--- src/rtl/mips32_pkg.sv ---
// Shared definitions for the mips32 core memory subsystem.
package mips32_pkg;

  localparam int unsigned MEM_ADDR_W = 10;
  localparam int unsigned MEM_DATA_W = 32;

  localparam logic [1:0] REQ_IF = 2'd0;
  localparam logic [1:0] REQ_D  = 2'd1;
  localparam logic [1:0] REQ_LD = 2'd2;

  typedef enum logic [1:0] {
    S_IDLE  = 2'd0,
    S_GRANT = 2'd1,
    S_RESP  = 2'd2
  } arb_state_e;

endpackage

--- src/rtl/mips32_mem_prio_sel.sv ---
// Fixed-priority requester select: LD > D > IF, with IF promoted over D once starved.
module mips32_mem_prio_sel
  import mips32_pkg::*;
(
  input  logic       if_req,
  input  logic       d_req,
  input  logic       ld_req,
  input  logic       if_starved,
  output logic [1:0] winner,
  output logic       valid
);

  // Pick the highest-priority active requester.
  always_comb begin
    winner = REQ_IF;
    valid  = if_req | d_req | ld_req;
    if (ld_req) begin
      winner = REQ_LD;
    end else if (if_req && if_starved) begin
      winner = REQ_IF;
    end else if (d_req) begin
      winner = REQ_D;
    end
  end

endmodule

--- src/rtl/mips32_mem_arbiter.sv ---
// Three-master arbiter (IF, D, LD) in front of one single-port synchronous word memory.
// One access every 3 cycles: IDLE (latch winner) -> GRANT (drive memory) -> RESP (ack).
module mips32_mem_arbiter
  import mips32_pkg::*;
#(
  parameter int unsigned ADDR_W     = MEM_ADDR_W,
  parameter int unsigned DATA_W     = MEM_DATA_W,
  parameter int unsigned STARVE_MAX = 4
) (
  input  logic              clk,
  input  logic              rst,
  input  logic              if_req,
  input  logic [ADDR_W-1:0] if_addr,
  output logic              if_ack,
  output logic [DATA_W-1:0] if_rdata,
  input  logic              d_req,
  input  logic              d_we,
  input  logic [ADDR_W-1:0] d_addr,
  input  logic [DATA_W-1:0] d_wdata,
  output logic              d_ack,
  output logic [DATA_W-1:0] d_rdata,
  input  logic              ld_req,
  input  logic              ld_we,
  input  logic [ADDR_W-1:0] ld_addr,
  input  logic [DATA_W-1:0] ld_wdata,
  output logic              ld_ack,
  output logic [DATA_W-1:0] ld_rdata,
  output logic              mem_en,
  output logic              mem_we,
  output logic [ADDR_W-1:0] mem_addr,
  output logic [DATA_W-1:0] mem_wdata,
  input  logic [DATA_W-1:0] mem_rdata,
  output logic              busy
);

  localparam int unsigned CNT_W = $clog2(STARVE_MAX + 1);

  arb_state_e        state;
  logic [1:0]        lat_id;
  logic [ADDR_W-1:0] lat_addr;
  logic [DATA_W-1:0] lat_wdata;
  logic [CNT_W-1:0]  starve_cnt;
  logic              starve_full;

  logic [DATA_W-1:0] if_hold;
  logic [DATA_W-1:0] d_hold;
  logic [DATA_W-1:0] ld_hold;

  logic [1:0]        win_id;
  logic              win_valid;
  logic              win_we;
  logic [ADDR_W-1:0] win_addr;
  logic [DATA_W-1:0] win_wdata;

  assign starve_full = (starve_cnt == CNT_W'(STARVE_MAX));

  mips32_mem_prio_sel u_prio_sel (
    .if_req     (if_req),
    .d_req      (d_req),
    .ld_req     (ld_req),
    .if_starved (starve_full),
    .winner     (win_id),
    .valid      (win_valid)
  );

  // Route the winning master's access fields to the latch inputs.
  always_comb begin
    win_we    = 1'b0;
    win_addr  = if_addr;
    win_wdata = '0;
    case (win_id)
      REQ_LD: begin
        win_we    = ld_we;
        win_addr  = ld_addr;
        win_wdata = ld_wdata;
      end
      REQ_D: begin
        win_we    = d_we;
        win_addr  = d_addr;
        win_wdata = d_wdata;
      end
      default: ;
    endcase
  end

  // Latched access fields drive the memory bus directly.
  assign mem_addr  = lat_addr;
  assign mem_wdata = lat_wdata;

  // Memory data arrives in the ack cycle, so it bypasses the hold register then;
  // the hold register keeps the word visible until that master's next ack.
  assign if_rdata = if_ack ? mem_rdata : if_hold;
  assign d_rdata  = d_ack  ? mem_rdata : d_hold;
  assign ld_rdata = ld_ack ? mem_rdata : ld_hold;

  // Arbiter FSM, access latches, starvation counter, ack and read-data registers.
  always_ff @(posedge clk) begin
    if (rst) begin
      state      <= S_IDLE;
      lat_id     <= REQ_IF;
      mem_we     <= 1'b0;
      lat_addr   <= '0;
      lat_wdata  <= '0;
      starve_cnt <= '0;
      mem_en     <= 1'b0;
      busy       <= 1'b0;
      if_ack     <= 1'b0;
      d_ack      <= 1'b0;
      ld_ack     <= 1'b0;
      if_hold    <= '0;
      d_hold     <= '0;
      ld_hold    <= '0;
    end else begin
      mem_en <= 1'b0;
      mem_we <= 1'b0;
      if_ack <= 1'b0;
      d_ack  <= 1'b0;
      ld_ack <= 1'b0;
      case (state)
        S_IDLE: begin
          if (!if_req) begin
            starve_cnt <= '0;
          end
          if (win_valid) begin
            lat_id    <= win_id;
            lat_addr  <= win_addr;
            lat_wdata <= win_wdata;
            mem_en    <= 1'b1;
            mem_we    <= win_we;
            busy      <= 1'b1;
            state     <= S_GRANT;
            if (win_id == REQ_IF) begin
              starve_cnt <= '0;
            end else if (win_id == REQ_D && if_req && !starve_full) begin
              starve_cnt <= starve_cnt + CNT_W'(1);
            end
          end
        end
        S_GRANT: begin
          state <= S_RESP;
          case (lat_id)
            REQ_LD:  ld_ack <= 1'b1;
            REQ_D:   d_ack  <= 1'b1;
            default: if_ack <= 1'b1;
          endcase
        end
        S_RESP: begin
          state <= S_IDLE;
          busy  <= 1'b0;
          case (lat_id)
            REQ_LD:  ld_hold <= mem_rdata;
            REQ_D:   d_hold  <= mem_rdata;
            default: if_hold <= mem_rdata;
          endcase
        end
        default: begin
          state <= S_IDLE;
          busy  <= 1'b0;
        end
      endcase
    end
  end

endmodule

--- config.mk ---
export PLATFORM = sky130hd
export DESIGN_NAME = mips32_mem_arbiter
export DESIGN_NICKNAME = d
export VERILOG_FILES = /design/src/rtl/mips32_pkg.sv /design/src/rtl/mips32_mem_prio_sel.sv /design/src/rtl/mips32_mem_arbiter.sv
export SDC_FILE = /design/constraint.sdc
export NUM_CORES = 1
export LEC_CHECK = 0
export CAP_MARGIN = 20
export CELL_PAD_IN_SITES_DETAIL_PLACEMENT = 2
export CELL_PAD_IN_SITES_GLOBAL_PLACEMENT = 2
export CORE_MARGIN = 2
export CORE_UTILIZATION = 26
export CTS_CLUSTER_DIAMETER = 150
export DETAILED_ROUTE_END_ITERATION = 10
export GPL_TIMING_DRIVEN = 0
export PLACE_DENSITY = 0.87
export SLEW_MARGIN = 20
export SYNTH_ARGS = -nofsm -noshare
export SYNTH_HDL_FRONTEND = slang
export SYNTH_SLANG_ARGS = --single-unit
--- constraint.sdc ---
create_clock -name clk -period 1.5 [get_ports clk]
set_input_delay 0.15 -clock clk [delete_from_list [all_inputs] [get_ports clk]]
set_output_delay 0.15 -clock clk [all_outputs]
set_load 0.02 [all_outputs]
Word-level counts from Yosys, hierarchy flattened
Cells that the tools add are included.
{"block": "totals", "reg_bits": 151, "out_inout_bits": 144}
{"block": "classes", "addsub": 1, "eq_ne": 8, "muxes": 21, "n_bitwise": 6, "reduce_logical": 15}
{"cell": "2-to-1 mux 32 bit", "n": 3}
{"cell": "case mux 32 bit (2 select lines)", "n": 1}
{"cell": "case mux 10 bit (2 select lines)", "n": 1}
{"cell": "2-to-1 mux 3 bit", "n": 4}
{"cell": "AND reduction 2 bit", "n": 5}
{"cell": "== test 2 x 1 -> 1 bit, second input constant", "n": 3}
{"cell": "== test 2 bit, second input constant", "n": 3}
{"cell": "2-to-1 mux 1 bit", "n": 6}
{"cell": "2-to-1 mux 2 bit", "n": 3}
{"cell": "OR reduction 2 bit", "n": 3}
{"cell": "zero test 2 bit", "n": 2}
{"cell": "inverter 1 bit", "n": 4}
{"cell": "case mux 1 bit (2 select lines)", "n": 2}
{"cell": "case mux 2 bit (2 select lines)", "n": 1}
{"cell": "adder 3 x 1 -> 3 bit, second input constant", "n": 1}
{"cell": "== test 3 bit, second input constant", "n": 1}
{"cell": "logical AND 1 bit", "n": 3}
{"cell": "OR reduction 3 bit", "n": 1}
{"cell": "!= test 2 x 1 -> 1 bit, second input constant", "n": 1}
{"cell": "OR 1 bit", "n": 2}
{"cell": "zero test 1 bit", "n": 1}

Longest topological paths before layout
{"block": "logic_depth", "word_depth": 10, "mapped_depth": 7, "mapped_depth_nobuf": 5}

By module
From an unflattened synthesis, not the netlist that was laid out.
{"block": "hier_totals", "hier_cells": 848, "hier_area_um2": 7018.0}
{"module": "mips32_mem_arbiter", "n_inst": 1, "cells_per_inst": 844, "area_per_inst_um2": 6993.0, "seq_area_each_um2": 3022.9}
{"module": "mips32_mem_prio_sel", "n_inst": 1, "cells_per_inst": 4, "area_per_inst_um2": 25.0, "seq_area_each_um2": 0.0}

Worst setup path after synthesis
Ideal clock, no wire load.
{"block": "synth_path", "kind": "reg2out", "from": "register if_ack", "to": "output port if_rdata[11]", "arrival_time_ps": 1268, "required_time_ps": 1350, "setup_slack_ps": 82, "stages_incl_launch_ff": 4, "path_buffers": 2, "cell_sequence": "dfxtp_1 clkbuf_1 buf_2 mux2_1"}
{"block": "synth_between", "elab_chain_cells": 1}
{"item": "start, declared", "line": "mips32_mem_arbiter.sv:14", "text": "output logic if_ack,"}
{"item": "start signal, assigned", "line": "mips32_mem_arbiter.sv:107", "text": "if_ack <= 1'b0;"}
{"item": "start signal, assigned", "line": "mips32_mem_arbiter.sv:116", "text": "if_ack <= 1'b0;"}
{"item": "start signal, assigned", "line": "mips32_mem_arbiter.sv:144", "text": "default: if_ack <= 1'b1;"}
{"item": "2-to-1 mux 32 bit", "line": "mips32_mem_arbiter.sv:92", "text": "assign if_rdata = if_ack ? mem_rdata : if_hold;"}
{"item": "end, declared", "line": "mips32_mem_arbiter.sv:15", "text": "output logic [DATA_W-1:0] if_rdata,"}
No other way between the ends.

Final worst setup path
{"block": "layout_path", "from": "register if_ack", "to": "output port if_rdata[27]"}
The elaborated chain is that of the path after synthesis.

==> results.toml <==
[sta]
final_max_slew_viol_count = 0
hold_slack_ns = 0.1208
finalCriticalPeriod_ns = 1.807
finalCritPeriodShare = 1.205
rsz0062_at_grt = "yes"
worst_slack_ns = -0.3071
finalHoldViolations = 0
finalClockSkew_ns = 0.01627
tightest_slew_ns = 0.6234
finalSetupTns_ns = -23.68
slew_headroom = 0.5844
fmax_mhz = 553.4
setup_violations = 133

[pwr]
powerDensity_nw_per_um2 = 886.8
p_leak_uw = 0.005167
peakVddDrop_mv = 0.8164

[clock_tree]
numCtsBuffers = 17
worstSkewPairLatency_ns = 0.43
cts_sinks = 151
clkTransAtPathRegs_ns = 0.07
clockBufferDepth = 2
cts-root-buf = "clkbuf_16"
cts_tree = "built"
htreeDepth = 4

[global_route]
grt_antenna_before_repair = 0
grt_pass1_wl_um = 52800
gr-usage-all-layers = 0.2270
grt_max_degree = 17
first_global_vias = 8677
globalRoute.totalOverflow = 0

[floorplan]
rows = 61
fp.dieH_um = 173.0
ioPinCount = 277
die_x_um = 173.0
core_area_um2 = 27930
start_util = 0.2659
dieArea_um2 = 29940

[logic_synthesis]
ys_seq_area_frac = 0.4069
synth.ff_latch_count = 151
synth_top_cell_by_area = "dfxtp_1"
synthDistinctLibCells = 38
ys_top_cells_by_area = "dfxtp_1 (41%), mux2_2 (13%), nand2_1 (9.9%)"
syn_nets = 968
syn_inst = 831
synth_area_um2 = 7428
syn_avg_cell_area_um2 = 8.939
synth_top_area_share = 0.4069
synth-warning-count = 0

[flow_run]
cap_violations = 0

[critical_path]
cp.required_ns = 1.35
start_kind = "register"
path_cells = "buf_12 -> buf_12 -> mux2_2 -> buf_2"
arrival_ns = 1.66
worst-path-max-fanout = 8
critPathBufInv = 3
rr_startpoint = "lat_id[0]"
startpoint = "if_ack"
path_delay_family = "buffers and inverters"
critical_path_class = "register to output pin"
slowest_delay_ns = 0.37
cpMostUsedCell = "buf_12"
endpoint_kind = "output pin"
critical-path-slowest-cell = "mux2_2"

[routing]
drc = 0
routedWlPerCell_um = 26.54
routed-via-count = 7979
drtIter0Drc = 291
firstDrtPassIters = 4
vias_per_cell = 5.151
ant_nets = 0
routed_wl_um = 41110

[placement]
io_buffers = 275
place_congestion = 0.7913
post-place-ws_ns = -0.8057
placed_area_um2 = 10650
post-place-cells = 1484
dpl.hpwl_um = 23930

[layout]
drive_gt1_frac = 0.4278
fin_cells = 1549
area_growth_syn_to_layout_pct = 77.18
fillers = 2888
antenna_cells = 0
final_area_um2 = 13160
regArea_um2 = 3038
finish.net_count = 1295
final_common_cell = "nand2_1"
final_cell_mix = "nand2_1 (159), dfxtp_1 (143), clkdlybuf4s50_1 (130)"
multiInputGateArea_um2 = 4868

[hold_path]
hold_path_startpoint = "if_req"
hp-class = "primary input to register"

[outcome]
violations = "negative setup slack"
status = "complete, but fails checks"
-- cell families after synthesis --
kind of cell	share of synthesized area
and+or+nand+nor	0.1432
adders and majority gates	0.006738
muxes	0.1455
DFF	0.4069
buffers and inverters	0.06670
AOI/OAI and AO/OA	0.2309
-- final cells by class --
class / instances / area share
multi-input cells: 591 / 0.3699
clock buffers: 17 / 0.03232
plain buffers: 81 / 0.06369
inverters: 5 / 0.001616
well taps: 378 / 0.03593
repair buffers: 311 / 0.2536
flip-flops and latches: 151 / 0.2308
clock inverters: 15 / 0.01207
-- flip-flops by register name, indices dropped and copies added (netlist names) --
name and cells:
if_hold 32, mem_addr 10, d_ack 1, mem_we 1, mem_en 1, state 2, if_ack 1, ld_hold 32
ld_ack 1, mem_wdata 32, starve_cnt 3, busy 1, d_hold 32, lat_id 2
-- repair_timing --
action                                  in CTS  in global routing
setup buffers                                7                 16
endpoints found under the setup margin     289                232
gates cloned                                 2                 11
gates resized for setup                    690                311
pin swaps                                    4                 37
hold buffers                                 0                  0
-- synth_stat cells --
cell type and n:
o21ai_0 11, a32oi_1 33, nor2_2 1, or2_1 1, clkbuf_1 24, ha_1 4
nand2_1 195, mux2_2 89, or3_1 1, a21boi_0 1, nor2b_1 12, a311oi_1 5
nor3_4 1, and2_1 2, nor3_1 3, nor2_4 1, nor3b_1 2, a311oi_2 5
buf_6 11, nor2_1 4, mux2_1 7, o21a_1 1, inv_1 5, nand4_1 3
a21oi_1 119, a21oi_2 22, dfxtp_1 151, and3b_1 3, a31oi_1 1, buf_4 7
a211oi_2 22, o21ai_1 2, a211oi_1 20, o211ai_1 1, buf_2 42, and3_1 4
nand3_1 12, nand3b_1 3
-- worst register-to-register path, delay by kind of cell (launching register included) --
family | cells | cell delay [ns]
buf+inv | 3 | 0.44
flops | 1 | 0.39
fa+ha+maj | 1 | 0.27
simple gates | 2 | 0.26
compound gates | 1 | 0.17
-- layer usage --
metal	up-vias	routed length (um)	GRT usage
met1	4060	15860	0.2528
met4	0	1097	0.07168
met3	59	2191	0.06179
met2	253	21960	0.4172
li1	3607	-	-
met5	-	0	0
-- worst paths after layout --
check	to	slack, ns	cells after the start
max	if_rdata[27]	-0.31	4
min	starve_cnt[2]	0.12	3
max reg2reg	if_hold[8]	-0.09	7
min reg2reg	ld_hold[28]	0.46	2
-- where the power goes --
| part | internal, uW | total [uW] | switching [uW] |
|---|---|---|---|
| logic | 1360 | 2880 | 1520 |
| registers | 4210 | 4350 | 140 |
| clock network | 2360 | 4440 | 2080 |
-- through the flow --
stage	power (uW)	utilization
finish	11670	0.4712
global route	12100	0.4712
global placement	6785	0.3814
detailed placement	6858	0.3814
floorplan	5616	-
CTS	11210	0.4170
Power figures use the tool's default switching activity.
